==> config.mk <==
export PLATFORM = sky130hd
export DESIGN_NAME = avlmm_master
export DESIGN_NICKNAME = d
export VERILOG_FILES = /design/src/rtl/avlmm_master.sv
export SDC_FILE = /design/constraint.sdc
export NUM_CORES = 1
export LEC_CHECK = 0
export BUFFER_PORTS_ARGS = -buffer_cell sky130_fd_sc_hd__buf_2
export CAP_MARGIN = 0
export CORE_ASPECT_RATIO = 1.2
export CORE_UTILIZATION = 35
export CTS_CLUSTER_SIZE = 8
export DETAILED_ROUTE_END_ITERATION = 10
export GPL_TIMING_DRIVEN = 0
export PLACE_DENSITY = 0.64
export SYNTH_ARGS = -nofsm -noshare
export SYNTH_HDL_FRONTEND = slang
export SYNTH_SLANG_ARGS = --single-unit
==> constraint.sdc <==
create_clock -name clk -period 3.35 [get_ports clk]
set_input_delay 0.67 -clock clk [delete_from_list [all_inputs] [get_ports clk]]
set_output_delay 0.67 -clock clk [all_outputs]
set_load 0.05 [all_outputs]
==> src/rtl/avlmm_master.sv <==
// -----------------------------------------------------------------------------
// avlmm_master
//   Single-outstanding Avalon-MM master. It takes one command, performs a single
//   read or write on the Avalon side and returns a one-cycle response. Every
//   Avalon-side output is registered.
//
//   Optional feature: define AVLMM_MASTER_TIMEOUT_EN to abort a transfer after
//   TIMEOUT_CYCLES consecutive waitrequest cycles. An aborted transfer returns a
//   response with rsp_error=1 and rsp_readdata=0. Without the macro the master
//   waits for waitrequest=0 indefinitely, and rsp_error is tied to 0.
//
// Handshake: a command transfers on a rising edge where cmd_valid && cmd_ready.
//   cmd_ready is high only in IDLE. cmd_valid in any other state is ignored and
//   is not queued. rsp_valid is a one-cycle strobe with no back-pressure. An
//   Avalon transfer completes on the rising edge where read/write is high and
//   waitrequest is low.
//
// Ports:
//   clk, rst                       clock, asynchronous active-high reset
//   cmd_valid/cmd_ready            command handshake
//   cmd_write/cmd_address/
//   cmd_writedata                  command payload (1 = write)
//   rsp_valid/rsp_write/
//   rsp_readdata/rsp_error         response strobe and payload
//   read/write/address/writedata   Avalon-MM master outputs
//   readdata/waitrequest           Avalon-MM slave inputs
//   state_dbg                      current FSM state
//                                  (0 IDLE, 1 REQ, 2 RDWAIT, 3 RSP)
// -----------------------------------------------------------------------------
module avlmm_master #(
  parameter int WORD_WIDTH     = 32,
  parameter int ADDR_WIDTH     = 4,
  parameter int READ_LATENCY   = 1,
  parameter int TIMEOUT_CYCLES = 255
) (
  input  logic                  clk,
  input  logic                  rst,
  input  logic                  cmd_valid,
  output logic                  cmd_ready,
  input  logic                  cmd_write,
  input  logic [ADDR_WIDTH-1:0] cmd_address,
  input  logic [WORD_WIDTH-1:0] cmd_writedata,
  output logic                  rsp_valid,
  output logic                  rsp_write,
  output logic [WORD_WIDTH-1:0] rsp_readdata,
  output logic                  rsp_error,
  output logic                  read,
  output logic                  write,
  output logic [ADDR_WIDTH-1:0] address,
  output logic [WORD_WIDTH-1:0] writedata,
  input  logic [WORD_WIDTH-1:0] readdata,
  input  logic                  waitrequest,
  output logic [1:0]            state_dbg
);

  typedef enum logic [1:0] {
    IDLE   = 2'd0,
    REQ    = 2'd1,
    RDWAIT = 2'd2,
    RSP    = 2'd3
  } state_t;

  localparam int LAT_W = (READ_LATENCY > 1) ? $clog2(READ_LATENCY) : 1;
  localparam logic [LAT_W-1:0] LAT_LAST = LAT_W'(READ_LATENCY - 1);

  state_t           state;
  logic             wr_q;
  logic [LAT_W-1:0] lat_cnt;
  logic             timeout_hit;

  assign cmd_ready = (state == IDLE);
  assign state_dbg = state;

`ifdef AVLMM_MASTER_TIMEOUT_EN
  localparam int TO_W = $clog2(TIMEOUT_CYCLES + 1);

  logic [TO_W-1:0] to_cnt;
  logic            rsp_error_q;

  // The abort fires on the edge that ends the TIMEOUT_CYCLES-th stalled cycle.
  // As a result the strobe is high for exactly TIMEOUT_CYCLES cycles.
  assign timeout_hit = (state == REQ) && waitrequest &&
                       (to_cnt == TO_W'(TIMEOUT_CYCLES - 1));

  always_ff @(posedge clk or posedge rst) begin
    if (rst) begin
      to_cnt      <= '0;
      rsp_error_q <= 1'b0;
    end else begin
      if ((state == REQ) && waitrequest && !timeout_hit)
        to_cnt <= to_cnt + TO_W'(1);
      else
        to_cnt <= '0;
      // rsp_error is decided when REQ is left. A read that leaves normally
      // clears it here, which is before its response appears.
      if ((state == REQ) && (!waitrequest || timeout_hit))
        rsp_error_q <= timeout_hit;
    end
  end

  assign rsp_error = rsp_error_q;
`else
  assign timeout_hit = 1'b0;
  assign rsp_error   = 1'b0;
`endif

  always_ff @(posedge clk or posedge rst) begin
    if (rst) begin
      state        <= IDLE;
      wr_q         <= 1'b0;
      read         <= 1'b0;
      write        <= 1'b0;
      address      <= '0;
      writedata    <= '0;
      rsp_valid    <= 1'b0;
      rsp_write    <= 1'b0;
      rsp_readdata <= '0;
      lat_cnt      <= '0;
    end else begin
      rsp_valid <= 1'b0;
      case (state)
        IDLE: begin
          if (cmd_valid) begin
            wr_q      <= cmd_write;
            address   <= cmd_address;
            writedata <= cmd_writedata;
            read      <= !cmd_write;
            write     <= cmd_write;
            state     <= REQ;
          end
        end
        REQ: begin
          if (timeout_hit) begin
            read         <= 1'b0;
            write        <= 1'b0;
            rsp_readdata <= '0;
            rsp_valid    <= 1'b1;
            rsp_write    <= wr_q;
            state        <= RSP;
          end else if (!waitrequest) begin
            read  <= 1'b0;
            write <= 1'b0;
            if (wr_q) begin
              rsp_valid <= 1'b1;
              rsp_write <= 1'b1;
              state     <= RSP;
            end else begin
              lat_cnt <= '0;
              state   <= RDWAIT;
            end
          end
        end
        RDWAIT: begin
          // lat_cnt counts the edges after the completing edge. Read data is
          // captured on the READ_LATENCY-th such edge.
          if (lat_cnt == LAT_LAST) begin
            rsp_readdata <= readdata;
            rsp_valid    <= 1'b1;
            rsp_write    <= 1'b0;
            state        <= RSP;
          end else begin
            lat_cnt <= lat_cnt + LAT_W'(1);
          end
        end
        RSP: begin
          state <= IDLE;
        end
        default: begin
          state <= IDLE;
        end
      endcase
    end
  end

endmodule

==> flow_metrics.tcl <==
set metrics [dict create \
    status "complete, no violations" \
    hold_ws_ns 0.356 \
    drive_gt1_share_pct 70.8 \
    numCtsBuffers 9 \
    fp.dieH_um 104 \
    rr_startpoint "state_dbg[0]" \
    hp-class "in2async" \
    final_cells 460 \
    yosysWarnings 0 \
    fin_skew_ns 0.00773 \
    placementRows 36 \
    required_ns 2.68 \
    antenna_left 0 \
    synthesis.area_um2 3050 \
    die_area_um2 9090 \
    r2r-end "read" \
    gr-total-overflow 0 \
    cp_max_fo 5 \
    grt_pass1_vias 2116 \
    n_fill_cell 787 \
    ff2ff_path_depth 5 \
    post-cts-setup-buffer-count 0 \
    num_io_pins 149 \
    ys_seq_area_share_pct 61.5 \
    via_count 2026 \
    drtIter0Drc 58 \
    place_congestion 0.772 \
    timing.critical_path.from_type "flop" \
    drv_cap 0 \
    slew_violations 0 \
    period_minus_slack_ns 2.15 \
    rsz0062_at_grt "false" \
    grt_max_degree 40 \
    critPathKind "reg2out" \
    die_x_um 87.2 \
    clock.fmax_mhz 465 \
    clock_latency_ns 0.35 \
    antenna_found_initial 0 \
    hold_viol 0 \
    cts_sinks 75 \
    area_growth_pct 34.8 \
    fin_util_pct 49.6 \
    viasPerCell 4.40 \
    cts_tree "done" \
    routed_wl_um 6470 \
    hpwl_um 4800 \
    wl_per_cell_um 14.1 \
    cp_top_family "buffers and inverters" \
    core_area_um2 8290 \
    post_synth_num_cell_types 21 \
    initial_core_util_pct 36.8 \
    setup_viol 0 \
    finalCritPeriodShare_pct 64.2 \
    grt_pass1_wl_um 10200 \
    root_buffer "clkbuf_8" \
    crit_start "state_dbg[0]" \
    path_cells "inv_1 > ha_1 > buf_2" \
    reg2reg_slack_ns 1.60 \
    slowest_delay_ns 0.43 \
    critPathBufInv 2 \
    fin_nets 419 \
    cts_hold_buf 0 \
    synth.avg_cell_area_um2 16.8 \
    ys_ff_latch 75 \
    path_clk_slew_ns 0.08 \
    n_antenna_cell 0 \
    track_usage_pct 15.1 \
    cts_resized 0 \
    clk_path_buf_depth 2 \
    cp_slowest_cell "dfrtp_1" \
    crit_cells 3 \
    detailedRoute.firstPassIterationCount 3 \
    place_inst 444 \
    endpoint_kind "output pin" \
    io_buffers 147 \
    syn-num-nets 260 \
    crit_arrival_ns 1.48 \
    drc 0 \
    postSynthCellCount 182 \
    cts_htree_levels 3 \
]
-- metal layers --
| layer | up-vias | share of wire, % | global-route usage [%] |
|---|---|---|---|
| met5 | - | 0 | 0 |
| met4 | 0 | 2.4 | 9.48 |
| met3 | 10 | 4.8 | 3.17 |
| met2 | 67 | 53 | 26.2 |
| met1 | 1006 | 40 | 16.3 |
| li1 | 943 | - | - |
-- stage by stage --
step | setup TNS [ns] | setup WS [ns] | area [µm²]
after floorplan | 0 | 0.770 | 3050
after global routing | 0 | 1.11 | 4110
after global placement | -12.79 | -0.173 | 3930
final | 0 | 1.20 | 4110
after detailed placement | 0 | 1.59 | 3950
after CTS | 0 | 1.18 | 4110
-- area by class of cell --
cell class | count | area (µm²) | area share (%)
Sequential cell | 75 | 1880 | 45.6
Multi-Input combinational cell | 93 | 1090 | 26.5
Timing Repair Buffer | 148 | 756 | 18.4
Tap cell | 114 | 143 | 3.47
Clock buffer | 10 | 128 | 3.10
Buffer | 8 | 61.3 | 1.49
Clock inverter | 6 | 32.5 | 0.791
Inverter | 6 | 25.0 | 0.609
-- cells in the mapped netlist --
master	number	area share (%)
a32o_1	1	0.33
nand2b_1	1	0.21
nand2_4	1	0.37
conb_1	1	0.12
a2bb2oi_1	1	0.29
a211o_1	1	0.29
mux2_4	30	15
ha_1	5	2.1
nor2_1	2	0.25
dfrtp_1	75	62
buf_6	3	1.1
mux2i_1	1	0.33
o21a_1	1	0.25
buf_4	1	0.25
o21ai_0	1	0.16
buf_2	4	0.66
inv_1	6	0.74
nand2_1	3	0.37
mux2_2	42	16
nand3_1	1	0.16
o221ai_1	1	0.29
-- logic make-up (layout without fill, tap and decap cells) --
| logic type | after synthesis | after routing | share of synthesized area (%) |
|---|---|---|---|
| multiplexers | 73 | 73 | 30.6 |
| buffers and inverters | 14 | 178 | 2.75 |
| AND/OR/NAND/NOR | 8 | 8 | 1.35 |
| adder cells (fa/ha/maj) | 5 | 5 | 2.05 |
| flip-flops | 75 | 75 | 61.5 |
| other | 1 | 1 | 0.123 |
| AO/OA/AOI/OAI | 6 | 6 | 1.60 |
-- cell usage in the layout (no fill, tap or decap), drive strengths merged --
| master | n |
|---|---|
| nand2b | 1 |
| clkinv | 5 |
| inv | 6 |
| nor2 | 2 |
| o221ai | 1 |
| mux2 | 72 |
| a32o | 1 |
| a211o | 1 |
| clkinvlp | 1 |
| buf | 156 |
| nand3 | 1 |
| nand2 | 4 |
| conb | 1 |
| clkbuf | 10 |
| ha | 5 |
| o21ai | 1 |
| o21a | 1 |
| a2bb2oi | 1 |
| dfrtp | 75 |
| mux2i | 1 |
-- worst max path at each step --
stage	to	slack [ns]
2_1_floorplan	address[0]	0.77
3_3_place_gp	write	-0.17
3_5_place_dp	cmd_ready	1.59
4_1_cts	cmd_ready	1.18
5_1_grt	cmd_ready	1.11
6_report	cmd_ready	1.20
-- sequential cells by signal (all words and copies together) (netlist names) --
register      flops
address           4
read              1
rsp_readdata     32
rsp_valid         1
rsp_write         1
state_dbg         2
wr_q              1
write             1
writedata        32
Power is left out: the tool's default activity adds up to more than one toggle a clock period on the data nets, which glitch-free logic cannot reach.
